$ cat config.mk
export PLATFORM = sky130hd
export DESIGN_NAME = mem_rd_arbiter
export DESIGN_NICKNAME = d
export VERILOG_FILES = /design/src/rtl/mem_rd_arbiter_pkg.sv /design/src/rtl/mem_rd_arbiter_rd_req_capture.sv /design/src/rtl/mem_rd_arbiter.sv
export SDC_FILE = /design/constraint.sdc
export NUM_CORES = 1
export LEC_CHECK = 0
export CAP_MARGIN = 40
export CORE_MARGIN = 1.5
export CORE_UTILIZATION = 60
export CTS_CLUSTER_DIAMETER = 150
export DETAILED_ROUTE_END_ITERATION = 12
export DONT_BUFFER_PORTS = 1
export MAX_ROUTING_LAYER = met4
export PLACE_DENSITY = 0.78
export SLEW_MARGIN = 10
export SYNTH_ARGS = -nofsm -noshare
export SYNTH_HDL_FRONTEND = slang
export SYNTH_SLANG_ARGS = --single-unit
$ cat constraint.sdc
create_clock -name clk -period 3.6 [get_ports clk]
set_input_delay 0.54 -clock clk [delete_from_list [all_inputs] [get_ports clk]]
set_output_delay 0.54 -clock clk [all_outputs]
set_load 0.05 [all_outputs]
$ cat src/rtl/mem_rd_arbiter_pkg.sv
// Shared encodings for the I-cache / D-cache read arbiter.
// Covers the FSM states, the owner encoding and the address width.
package mem_rd_arbiter_pkg;

    typedef enum logic [1:0] {
        ARB_IDLE = 2'b00,
        ARB_ISSU = 2'b01,
        ARB_WAIT = 2'b10
    } arb_state_t;

    localparam logic OWN_IC = 1'b0;
    localparam logic OWN_DC = 1'b1;

    localparam int ADDR_W = 32;

endpackage

$ cat src/rtl/mem_rd_arbiter_rd_req_capture.sv
// Per-requester capture: holds one pending read request and its line address.
// A pulse is rejected as a duplicate while one is already pending or owns the bus.
module rd_req_capture
    import mem_rd_arbiter_pkg::*;
(
    input  logic              clk,
    input  logic              rst,
    input  logic              flush,
    input  logic              start_rq,
    input  logic [ADDR_W-1:0] addr,
    input  logic              owns,
    input  logic              grant,
    output logic              pend,
    output logic [ADDR_W-1:0] addr_q,
    output logic              dup_err
);

    assign dup_err = start_rq & (pend | owns);

    // Flush wins over a same-cycle pulse so a flushed request never reaches the bus.
    always_ff @(posedge clk) begin
        if (rst) begin
            pend   <= 1'b0;
            addr_q <= '0;
        end else if (flush) begin
            pend <= 1'b0;
        end else if (start_rq && !dup_err) begin
            pend   <= 1'b1;
            addr_q <= addr;
        end else if (grant) begin
            pend <= 1'b0;
        end
    end

endmodule

$ cat src/rtl/mem_rd_arbiter.sv
// Round-robin arbiter sharing one AXI read master between I-cache and D-cache refills.
// Issues a single read at a time and steers data/finish back to the owning requester.
module mem_rd_arbiter
    import mem_rd_arbiter_pkg::*;
#(
    parameter bit DC_FIRST = 1'b1
) (
    input  logic              clk,
    input  logic              rst,
    input  logic              rst_pipe,
    input  logic              icr_start_rq,
    input  logic [ADDR_W-1:0] ic_rin_addr,
    output logic              ic_rdat_m_valid,
    output logic              ic_finish_mrd,
    input  logic              dcr_start_rq,
    input  logic [ADDR_W-1:0] dc_rin_addr,
    output logic              dc_rdat_m_valid,
    output logic              dc_finish_mrd,
    output logic              rd_start_rq,
    output logic [ADDR_W-1:0] rd_rin_addr,
    input  logic              rdat_m_valid,
    input  logic              finish_mrd,
    output logic              rd_owner_dc,
    output logic              arb_err
);

    arb_state_t        state_q;
    arb_state_t        state_d;
    logic              rr_q;
    logic              ic_drop_q;
    logic              busy;
    logic              grant;
    logic              grant_dc;
    logic              xfer_done;
    logic              ic_pend;
    logic              dc_pend;
    logic              ic_pend_eff;
    logic [ADDR_W-1:0] ic_addr_q;
    logic [ADDR_W-1:0] dc_addr_q;
    logic              ic_dup;
    logic              dc_dup;
    logic              ic_owns;
    logic              dc_owns;
    logic              stray;
    logic              ic_block;

    assign busy        = (state_q != ARB_IDLE);
    assign ic_owns     = busy & (rd_owner_dc == OWN_IC);
    assign dc_owns     = busy & (rd_owner_dc == OWN_DC);
    assign ic_pend_eff = ic_pend & ~rst_pipe;
    // rr_q=1 gives DC priority when both requesters are pending.
    assign grant_dc    = dc_pend & (~ic_pend_eff | rr_q);
    assign stray       = ~busy & (rdat_m_valid | finish_mrd);

    rd_req_capture u_ic_cap (
        .clk      (clk),
        .rst      (rst),
        .flush    (rst_pipe),
        .start_rq (icr_start_rq),
        .addr     (ic_rin_addr),
        .owns     (ic_owns),
        .grant    (grant & ~grant_dc),
        .pend     (ic_pend),
        .addr_q   (ic_addr_q),
        .dup_err  (ic_dup)
    );

    rd_req_capture u_dc_cap (
        .clk      (clk),
        .rst      (rst),
        .flush    (1'b0),
        .start_rq (dcr_start_rq),
        .addr     (dc_rin_addr),
        .owns     (dc_owns),
        .grant    (grant & grant_dc),
        .pend     (dc_pend),
        .addr_q   (dc_addr_q),
        .dup_err  (dc_dup)
    );

    always_comb begin
        state_d     = state_q;
        grant       = 1'b0;
        rd_start_rq = 1'b0;
        xfer_done   = 1'b0;
        case (state_q)
            ARB_IDLE: begin
                if (ic_pend_eff || dc_pend) begin
                    grant   = 1'b1;
                    state_d = ARB_ISSU;
                end
            end
            ARB_ISSU: begin
                rd_start_rq = 1'b1;
                xfer_done   = finish_mrd;
                state_d     = finish_mrd ? ARB_IDLE : ARB_WAIT;
            end
            ARB_WAIT: begin
                if (finish_mrd) begin
                    xfer_done = 1'b1;
                    state_d   = ARB_IDLE;
                end
            end
            default: state_d = ARB_IDLE;
        endcase
    end

    always_ff @(posedge clk) begin
        if (rst) begin
            state_q     <= ARB_IDLE;
            rr_q        <= DC_FIRST;
            rd_owner_dc <= OWN_IC;
            ic_drop_q   <= 1'b0;
            rd_rin_addr <= '0;
            arb_err     <= 1'b0;
        end else begin
            state_q <= state_d;
            if (grant) begin
                rd_owner_dc <= grant_dc ? OWN_DC : OWN_IC;
                rd_rin_addr <= grant_dc ? dc_addr_q : ic_addr_q;
            end
            if (xfer_done) begin
                rr_q      <= ~rd_owner_dc;
                ic_drop_q <= 1'b0;
            end else if (ic_owns && rst_pipe) begin
                ic_drop_q <= 1'b1;
            end
            if (ic_dup || dc_dup || stray) begin
                arb_err <= 1'b1;
            end
        end
    end

    // The flush cycle itself is also blocked so no beat leaks before ic_drop_q registers.
    assign ic_block        = ic_drop_q | rst_pipe;
    assign ic_rdat_m_valid = ic_owns & rdat_m_valid & ~ic_block;
    assign ic_finish_mrd   = ic_owns & finish_mrd & ~ic_block;
    assign dc_rdat_m_valid = dc_owns & rdat_m_valid;
    assign dc_finish_mrd   = dc_owns & finish_mrd;

endmodule

; Word-level counts from Yosys, hierarchy flattened
; Cells that the tools add are included.
[totals]
register_bits = 104
input_bits = 71
output_inout_bits = 39
wordCells = 71
[classes]
n_eq_ne = 4
muxes = 15
n_bitwise = 26
n_reduce_logical = 16
[ops]
columns = cell, n
row1 = 2-to-1 mux 32 bit, 1
row2 = AND 1 bit, 15
row3 = 2-to-1 mux 1 bit, 9
row4 = 2-to-1 mux 2 bit, 3
row5 = inverter 1 bit, 6
row6 = case mux 2 bit (3 select lines), 1
row7 = nonzero test 2 bit, 3
row8 = bitwise OR 1 bit, 5
row9 = "inequality test 2 bit, second input constant", 2
row10 = AND reduction 2 bit, 2
row11 = OR reduction 2 bit, 2
row12 = logical AND 1 bit, 3
row13 = logical OR 1 bit, 3
row14 = "== test 2 x 1 -> 1 bit, second input constant", 1
row15 = "== test 2 bit, second input constant", 1
row16 = logical NOT 1 bit, 2
row17 = logical NOT 2 bit, 1
row18 = case mux 1 bit (2 select lines), 1

; Logic depth before layout (Yosys ltp)
; Gate-level depths: netlist of run 1.
[depth]
ltp_word = 9
ltp_mapped = 8
mapped_depth_nobuf = 5

; By module
; A second synthesis of run 1 with hierarchy kept.
[unflattened]
cells_unflattened = 515
area_unflattened_um2 = 4943.5
[modules_own_cells]
columns = mod, n_inst, cells_each, area_per_inst_um2, seq_area_each_um2
row1 = rd_req_capture, 2, 144, 1496.4, 660.6
row2 = mem_rd_arbiter, 1, 227, 1950.6, 760.7

; Worst setup path before layout of run 1
; OpenSTA, ideal clock, no wires.
[synth_timing]
path_kind = reg-to-output
from = reg rd_owner_dc
to = out dc_finish_mrd
arrival_ps = 1644
required_ps = 3060
path_slack_ps = 1416
path_stages_with_launch = 5
path_buffers = 2
cell_sequence = dfxtp_1 > nor2b_1 > buf_4 > buf_6 > and2_1
[synth_between]
elab_chain_cells = 2
[synth_lines]
columns = item, line
row1 = from (decl), mem_rd_arbiter.sv:23  ; output logic rd_owner_dc,
row2 = from (signal assigned), mem_rd_arbiter.sv:119  ; rd_owner_dc <= grant_dc ? OWN_DC : OWN_IC;
row3 = AND 1 bit, mem_rd_arbiter.sv:49  ; assign dc_owns = busy & (rd_owner_dc == OWN_DC);
row4 = AND 1 bit, mem_rd_arbiter.sv:139  ; assign dc_finish_mrd = dc_owns & finish_mrd;
row5 = to (decl), mem_rd_arbiter.sv:18  ; output logic dc_finish_mrd,
; No other way between the ends.

; Worst setup path in the final report of run 1
[layout_timing]
from = reg rd_owner_dc
to = out dc_rdat_m_valid
[layout_between]
elab_chain_cells = 2
[layout_lines]
columns = item, line
row1 = AND 1 bit, mem_rd_arbiter.sv:49
row2 = AND 1 bit, mem_rd_arbiter.sv:138  ; assign dc_rdat_m_valid = dc_owns & rdat_m_valid;
row3 = to (decl), mem_rd_arbiter.sv:17  ; output logic dc_rdat_m_valid,
; No other way between the ends.

==> impl_metrics.toml, run 1 <==
[finish]
antennaDiodeCount = 0
nFillCells = 676
syn_to_final_growth_pct = 1.78
nNetsFinal = 590
layout_common_cells = "103 x dfxtp_1, 95 x nand4_1, 69 x a21oi_1"
final_common_cell = "dfxtp_1"
drive_gt1_frac = 0.0904

[sta]
hold_viol = 0
finalSetupTns_ns = 0
fin_skew_ns = 0.00924
period_share = 0.710
min_period_ns = 2.56
slew_headroom = 0.455
tightest_slew_ns = 0.816
clock.fmax_mhz = 391
rsz0062_at_grt = "false"
whs_ns = 0.229
slew_violations = 0
finalSetupViolations = 0

[clock_tree]
cts_root_buffer = "clkbuf_8"
cts_setup_buffers = 0
hold_buffers = 0
clkSinkCount = 104
max-clock-path-buffers = 2
cts-buffers-inserted = 9
ctsResizeCount = 0
clk_pin_slew_ns = 0.10
worst_skew_pair.late_latency_ns = 0.37
htree_levels = 3
cts_tree = "yes"

[logic_synthesis]
yosysUniqueCellTypes = 38
netlist_area_sq_um = 4860
syn_inst = 567
synth_area_leaders = "dfxtp_1 43%, nand4_1 12%, a21oi_1 7.1%, o31ai_1 5.1%, a31oi_1 3.7%"
syn-mean-instance-area_sq_um = 8.56
synth_edf_count = 0
yosys.area.top_type = "dfxtp_1"
synth-seq-cells = 104
synthFlopType = "dfxtp_1"
seq_area_frac_synth = 0.429
yosys_warnings = 0
synth_top_area_frac = 0.429
syn-num-nets = 641
async_flop_share = 0

[power]
powerDensity_nw_per_um2 = 474
ir_drop_uv = 274
p_leak_nw = 1.64

[floorplanning]
start_util = 0.625
core_area_sq_um = 7770
fp-row-count = 32
boundaryPins = 110
dieArea_sq_um = 8640
die_w_um = 93.0
die_h_um = 93.0

[run]
maxCapViolations = 0

[setup_path]
worstSetupPathType = "flip-flop to output pin"
cp_slowest_cell = "dfxtp_1"
crit_required_ns = 3.06
crit_path_max_fanout = 9
cp-start-kind = "flip-flop"
r2r-end = "rd_rin_addr[4]"
reg2reg_depth = 3
crit_path_cell_trace = "nor2b_2 > and2_1"
worst_setup_path_end_kind = "output pin"
path_buf_inv = 0
crit_arrival_ns = 2.02
crit_family = "flip-flops"
r2r-start = "u_dc_cap.pend"
max_stage_delay_ns = 0.86
r2r_slack_ns = 1.05

[place]
io_buffers = 0
dpl.hpwl_mm = 8.64
gp_congestion = 0.834

[route]
postRouteAntennaNets = 0
finalWirelength_mm = 13.0
wire_per_inst_um = 20.9
num_vias = 4345
vias_per_cell = 6.99
drc = 0
dr.first_iter.drc_count = 449
firstDrtPassIters = 5

[status]
outcome = "complete, no violations"

[min_path]
worstHoldStart = "rst"
hold_end = "u_ic_cap.addr_q[16]"
hold_class = "input port to flip-flop"
hold_path_depth = 1

[global_route]
met3_usage = 0.0887
grt_pass1_wl_mm = 20.3
overflow = 0
grt_max_degree = 86
grtUsageTotal = 0.310
grt_pass1_vias = 3948
antenna_found_initial = 0
busiest_layer = "met2"
gr-usage-met2 = 0.468
use_met1 = 0.397
worst register-to-register path, stage by stage (launching register included):
cell      delay, ns
dfxtp_2        0.71
clkinv_2       0.74
a21oi_4        0.79
o211ai_1       0.19
state kept, by name, summed over array words and instances (netlist names), 2 cells and up:
register and cells:
rd_rin_addr 32, u_dc_cap.addr_q 32, u_ic_cap.addr_q 32, state_q 2
through the flow:
step / power, W / setup slack (ns) / area (sq um) / util / instances
2_1_floorplan: 0.00160 / 1.42 / 4860 / - / 567
3_3_place_gp: 0.00161 / 1.21 / 4630 / 0.596 / 601
3_5_place_dp: 0.00165 / 1.09 / 4760 / 0.612 / 607
4_1_cts: 0.00234 / 1.04 / 4940 / 0.636 / 622
5_1_grt: 0.00244 / 0.849 / 4940 / 0.636 / 622
6_report: 0.00234 / 1.04 / 4940 / 0.636 / 622
how the worst max path moves through the flow:
| stage | start | endpoint | slack (ns) | cells past startpoint |
|---|---|---|---|---|
| after floorplan | rd_owner_dc | dc_finish_mrd | 1.42 | 4 |
| after global placement | u_dc_cap.pend | rd_rin_addr[5] | 1.21 | 3 |
| after detailed placement | u_dc_cap.pend | rd_rin_addr[9] | 1.09 | 3 |
| after CTS | rd_owner_dc | dc_rdat_m_valid | 1.04 | 2 |
| after global routing | u_dc_cap.pend | rd_rin_addr[29] | 0.85 | 3 |
| final | rd_owner_dc | dc_rdat_m_valid | 1.04 | 2 |
logic make-up after synthesis:
logic type / after synthesis / synth area share
simple gates: 183 / 0.217
buf+inv: 83 / 0.0930
flops: 104 / 0.429
compound gates: 194 / 0.254
fa+ha+maj: 3 / 0.00773
where the power goes:
group | switching [W] | internal, W | total, W
clock network | 0.000384 | 0.000334 | 0.000718
logic | 0.000211 | 0.000105 | 0.000316
registers | 0.0000980 | 0.00121 | 0.00131
total | 0.000693 | 0.00165 | 0.00234
layer usage:
metal	wire length [um]	vias to the layer above	share of wire
met5	0	-	0
met4	433	0	0.033
met3	1010	36	0.078
met2	6170	196	0.48
met1	5370	2063	0.41
li1	-	2050	-
layout make-up:
type | count | area (sq um) | share of cell area
Clock buffer | 11 | 141 | 0.0286
Tap cell | 102 | 128 | 0.0258
Timing Repair Buffer | 14 | 188 | 0.0380
Sequential cell | 104 | 2080 | 0.422
Inverter | 7 | 27.5 | 0.00557
Multi-Input combinational cell | 380 | 2330 | 0.471
Clock inverter | 4 | 45.0 | 0.00911
cells in the mapped netlist, drive strengths merged (3+ instances only):
library cell	n
nand2	23
dfxtp	104
a31oi	29
a21oi	70
and2	4
nand4	96
o211ai	19
ha	3
inv	6
nand3	33
o31ai	33
nor2b	18
buf	46
clkbuf	30
o21ai	35
nand2b	3
(Power assumes the default switching activity.)
==> inputs of run 2 (changes only) <==
--- a/config.mk
+++ b/config.mk
@@ -7,12 +7,12 @@
 export LEC_CHECK = 0
 export CAP_MARGIN = 40
 export CORE_MARGIN = 1.5
-export CORE_UTILIZATION = 60
+export CORE_UTILIZATION = 57
 export CTS_CLUSTER_DIAMETER = 150
 export DETAILED_ROUTE_END_ITERATION = 12
 export DONT_BUFFER_PORTS = 1
 export MAX_ROUTING_LAYER = met4
-export PLACE_DENSITY = 0.78
+export PLACE_DENSITY = 0.77
 export SLEW_MARGIN = 10
 export SYNTH_ARGS = -nofsm -noshare
 export SYNTH_HDL_FRONTEND = slang
==> constraint.sdc (replaced) <==
create_clock -name clk -period 2.13 [get_ports clk]
set_input_delay 0.3195 -clock clk [delete_from_list [all_inputs] [get_ports clk]]
set_output_delay 0.3195 -clock clk [all_outputs]
set_load 0.05 [all_outputs]
==> impl_metrics.toml, run 2 (same netlist as run 1, synthesis figures left out) <==
[route]
firstDrtPassIters = 7
postRouteAntennaNets = 0
vias_per_cell = 6.83
finalWirelength_mm = 13.4
wire_per_inst_um = 21.0
dr.first_iter.drc_count = 404
drc = 0
num_vias = 4342

[setup_path]
worstSetupPathType = "flip-flop to output pin"
path_buf_inv = 2
crit_required_ns = 1.81
crit_path_max_fanout = 19
crit_arrival_ns = 1.74
cp_slowest_cell = "dfxtp_1"
crit_path_cell_trace = "inv_1 > ha_4 > nor4_2 > and2_1 > buf_12"
cp-start-kind = "flip-flop"
worst_setup_path_end_kind = "output pin"
crit_family = "simple AND/OR/NAND/NOR gates"
max_stage_delay_ns = 0.38

[floorplanning]
start_util = 0.591
dieArea_sq_um = 9080
boundaryPins = 110
core_area_sq_um = 8220
fp-row-count = 33
die_w_um = 95.3
die_h_um = 95.3

[sta]
tightest_slew_ns = 0.723
min_period_ns = 2.06
finalSetupViolations = 0
slew_violations = 0
clock.fmax_mhz = 486
finalSetupTns_ns = 0
layout_setup_ws_ns = 0.0720
period_share = 0.966
rsz0062_at_grt = "false"
hold_viol = 0
fin_skew_ns = 0.0142
slew_headroom = 0.517

[clock_tree]
worst_skew_pair.late_latency_ns = 0.36
clk_pin_slew_ns = 0.10
cts_root_buffer = "clkbuf_8"
max-clock-path-buffers = 2
cts_tree = "yes"
cts-buffers-inserted = 9
htree_levels = 3
clkSinkCount = 104

[finish]
design_area_sq_um = 5080
drive_gt1_frac = 0.111
seq_area_sq_um = 2080
instances_no_fill = 636
layout_common_cells = "103 x dfxtp_1, 95 x nand4_1, 69 x a21oi_1"
multiInputGateArea_sq_um = 2350
nNetsFinal = 600
nFillCells = 696
reg_top3 = "rd_rin_addr x32, u_dc_cap.addr_q x32, u_ic_cap.addr_q x32"
final_common_cell = "dfxtp_1"
antennaDiodeCount = 0
syn_to_final_growth_pct = 4.64

[min_path]
hold_class = "input port to flip-flop"

[global_route]
grt_max_degree = 86
grt_pass1_wl_mm = 20.1
grtUsageTotal = 0.295
antenna_found_initial = 0
overflow = 0
grt_pass1_vias = 3949

[power]
powerDensity_nw_per_um2 = 814
ir_drop_uv = 464
p_leak_nw = 1.70

[place]
gp_congestion = 0.893
place_inst = 620
placed_cell_area_sq_um = 4840
dp_slack_ns = 0.361
dpl.hpwl_mm = 8.99
io_buffers = 0

[run]
maxCapViolations = 0

[status]
outcome = "complete, no violations"
==> run 2: routing by layer <==
layer  vias to the layer above  track usage  part of all wire
met5                         -            -                 0
met4                         0        0.124             0.032
met3                        27       0.0758             0.085
met2                       208        0.440              0.47
met1                      2048        0.377              0.42
li1                       2059            -                 -
==> run 2: report_power, final <==
part           total (W)  internal [W]  switching [W]
clock            0.00136      0.000701       0.000664
combinational   0.000572      0.000191       0.000381
sequential       0.00220       0.00205       0.000150
==> run 2: final timing paths <==
path,start,endpoint,slack (ns),cells after the start
max,state_q[0],ic_finish_mrd,0.07,5
min reg2reg,u_dc_cap.addr_q[15],u_dc_cap.addr_q[15],0.47,2
min,rst,u_ic_cap.addr_q[18],0.01,1
max reg2reg,state_q[0],u_ic_cap.addr_q[24],0.42,6
==> run 2: stage by stage <==
| step | utilization | hold slack [ns] | power [W] |
|---|---|---|---|
| 4_1_cts | 0.617 | 0.00150 | 0.00413 |
| 3_5_place_dp | 0.589 | 0.395 | 0.00279 |
| 3_3_place_gp | 0.587 | 0.393 | 0.00277 |
| 6_report | 0.618 | 0.0114 | 0.00414 |
| 5_1_grt | 0.618 | 0.000669 | 0.00427 |
| 2_1_floorplan | - | 0.415 | 0.00270 |
==> run 2: final cells by class <==
| type | instances | share of cell area |
|---|---|---|
| Multi-Input combinational cell | 380 | 0.463 |
| Sequential cell | 104 | 0.410 |
| Timing Repair Buffer | 24 | 0.0517 |
| Clock buffer | 12 | 0.0286 |
| Tap cell | 105 | 0.0259 |
| Clock inverter | 4 | 0.0153 |
| Inverter | 7 | 0.00542 |
==> run 2: timing repair <==
item                       CTS  global route
cloned                       0             0
setup endpoints to repair    2             2
hold buffers                 0             0
setup buffers                0             0
gates resized for setup      2             1
==> inputs of run 3 (changes only) <==
--- a/config.mk
+++ b/config.mk
@@ -5,14 +5,14 @@
 export SDC_FILE = /design/constraint.sdc
 export NUM_CORES = 1
 export LEC_CHECK = 0
+export BUFFER_PORTS_ARGS = -buffer_cell sky130_fd_sc_hd__buf_2
 export CAP_MARGIN = 40
 export CORE_MARGIN = 1.5
-export CORE_UTILIZATION = 57
+export CORE_UTILIZATION = 49
 export CTS_CLUSTER_DIAMETER = 150
 export DETAILED_ROUTE_END_ITERATION = 12
-export DONT_BUFFER_PORTS = 1
 export MAX_ROUTING_LAYER = met4
-export PLACE_DENSITY = 0.77
+export PLACE_DENSITY = 0.78
 export SLEW_MARGIN = 10
 export SYNTH_ARGS = -nofsm -noshare
 export SYNTH_HDL_FRONTEND = slang
==> impl_metrics.toml, run 3 (same netlist as run 1, synthesis figures left out) <==
[sta]
slew_headroom = 0.421
clock.fmax_mhz = 502
min_period_ns = 1.99
finalSetupViolations = 0
finalSetupTns_ns = 0
slew_violations = 0
period_share = 0.936
hold_viol = 0
tightest_slew_ns = 0.869
fin_skew_ns = 0.0238
rsz0062_at_grt = "false"

[route]
drc = 0
postRouteAntennaNets = 0
wire_per_inst_um = 18.3
num_vias = 4846
firstDrtPassIters = 5
finalWirelength_mm = 14.1
dr.first_iter.drc_count = 562
vias_per_cell = 6.29

[setup_path]
path_buf_inv = 2
r2r-start = "state_q[0]"
crit_path_cell_trace = "inv_1 > ha_4 > nor4_4 > and2_1 > buf_4"
crit_path_max_fanout = 9
r2r_slack_ns = 0.30
critPathLaunch = "state_q[0]"
max_stage_delay_ns = 0.37
crit_arrival_ns = 1.67
cp-start-kind = "flip-flop"
worst_setup_path_end_kind = "output pin"
cp_slowest_cell = "dfxtp_1"
worstSetupPathType = "flip-flop to output pin"
crit_family = "simple AND/OR/NAND/NOR gates"
crit_required_ns = 1.81

[finish]
final_common_cell = "buf_2"
utilization = 0.573
layout_common_cells = "107 x buf_2, 103 x dfxtp_1, 95 x nand4_1"
antennaDiodeCount = 0
nNetsFinal = 706
drive_gt1_frac = 0.262
syn_to_final_growth_pct = 14.3
nFillCells = 860
reg_top3 = "rd_rin_addr x32, u_dc_cap.addr_q x32, u_ic_cap.addr_q x32"

[floorplanning]
die_h_um = 103
core_area_sq_um = 9680
boundaryPins = 110
start_util = 0.501
fp-row-count = 36
die_w_um = 103
dieArea_sq_um = 10500

[global_route]
overflow = 0
antenna_found_initial = 0
grt_max_degree = 82
grt_pass1_wl_mm = 21.4
grtUsageTotal = 0.269
grt_pass1_vias = 4177

[clock_tree]
max-clock-path-buffers = 2
cts-buffers-inserted = 9
cts_setup_buffers = 0
cts_root_buffer = "clkbuf_8"
cts_tree = "yes"
clkSinkCount = 104
clk_pin_slew_ns = 0.10
htree_levels = 3
worst_skew_pair.late_latency_ns = 0.38

[power]
powerDensity_nw_per_um2 = 751
ir_drop_uv = 326
p_leak_nw = 2.13

[min_path]
worstHoldStart = "rst"
hold_class = "input port to flip-flop"

[place]
io_buffers = 109
dpl.hpwl_mm = 9.34
gp_congestion = 0.898

[status]
outcome = "complete, no violations"

[run]
maxCapViolations = 0
[run 3: final cells by class]
class	count	area [sq um]	share of cell area
tap	133	166	0.0300
multi-input combinational	380	2360	0.425
timing repair buffer	130	712	0.128
clock buffer	10	138	0.0248
inverter	7	27.5	0.00496
sequential	104	2080	0.375
clock inverter	6	66.3	0.0119
[run 3: path summary, 6_finish.rpt]
path,endpoint,depth (start not counted)
max reg2reg,u_dc_cap.addr_q[26],7
min reg2reg,u_dc_cap.addr_q[8],2
max,ic_finish_mrd,5
min,u_ic_cap.addr_q[20],2
[run 3: where the power goes]
part / internal [W] / switching [W] / leakage, nW
Sequential: 0.00205 / 0.0000794 / 0.849
Clock: 0.000578 / 0.000709 / 0.0949
Combinational: 0.000235 / 0.000519 / 1.19
Total: 0.00286 / 0.00131 / 2.13
[run 3: per-stage QoR]
stage	cells	setup slack [ns]	power, W	hold slack, ns	area, sq um
detailed placement	754	0.220	0.00290	0.465	5310
global route	770	0.00764	0.00431	0.175	5550
finish	770	0.137	0.00417	0.179	5550
floorplan	567	0.167	0.00270	0.415	4860
CTS	770	0.0425	0.00415	0.177	5530
global placement	754	0.338	0.00287	0.460	5310
[run 3: routing by layer]
metal  part of all wire  vias to the layer above  routed length [um]  GRT usage
met5                  0                        -                   0          -
met4              0.022                        0                 310     0.0822
met3              0.062                       29                 874     0.0407
met2               0.49                      233                6880      0.429
met1               0.43                     2307                6000      0.355
li1                   -                     2277                   -          -
[run 3: what timing repair did]
action	4_1_cts	5_1_grt
hold buffers	0	0
resized for setup	4	3
setup endpoints to repair	2	2
pin swaps	1	0
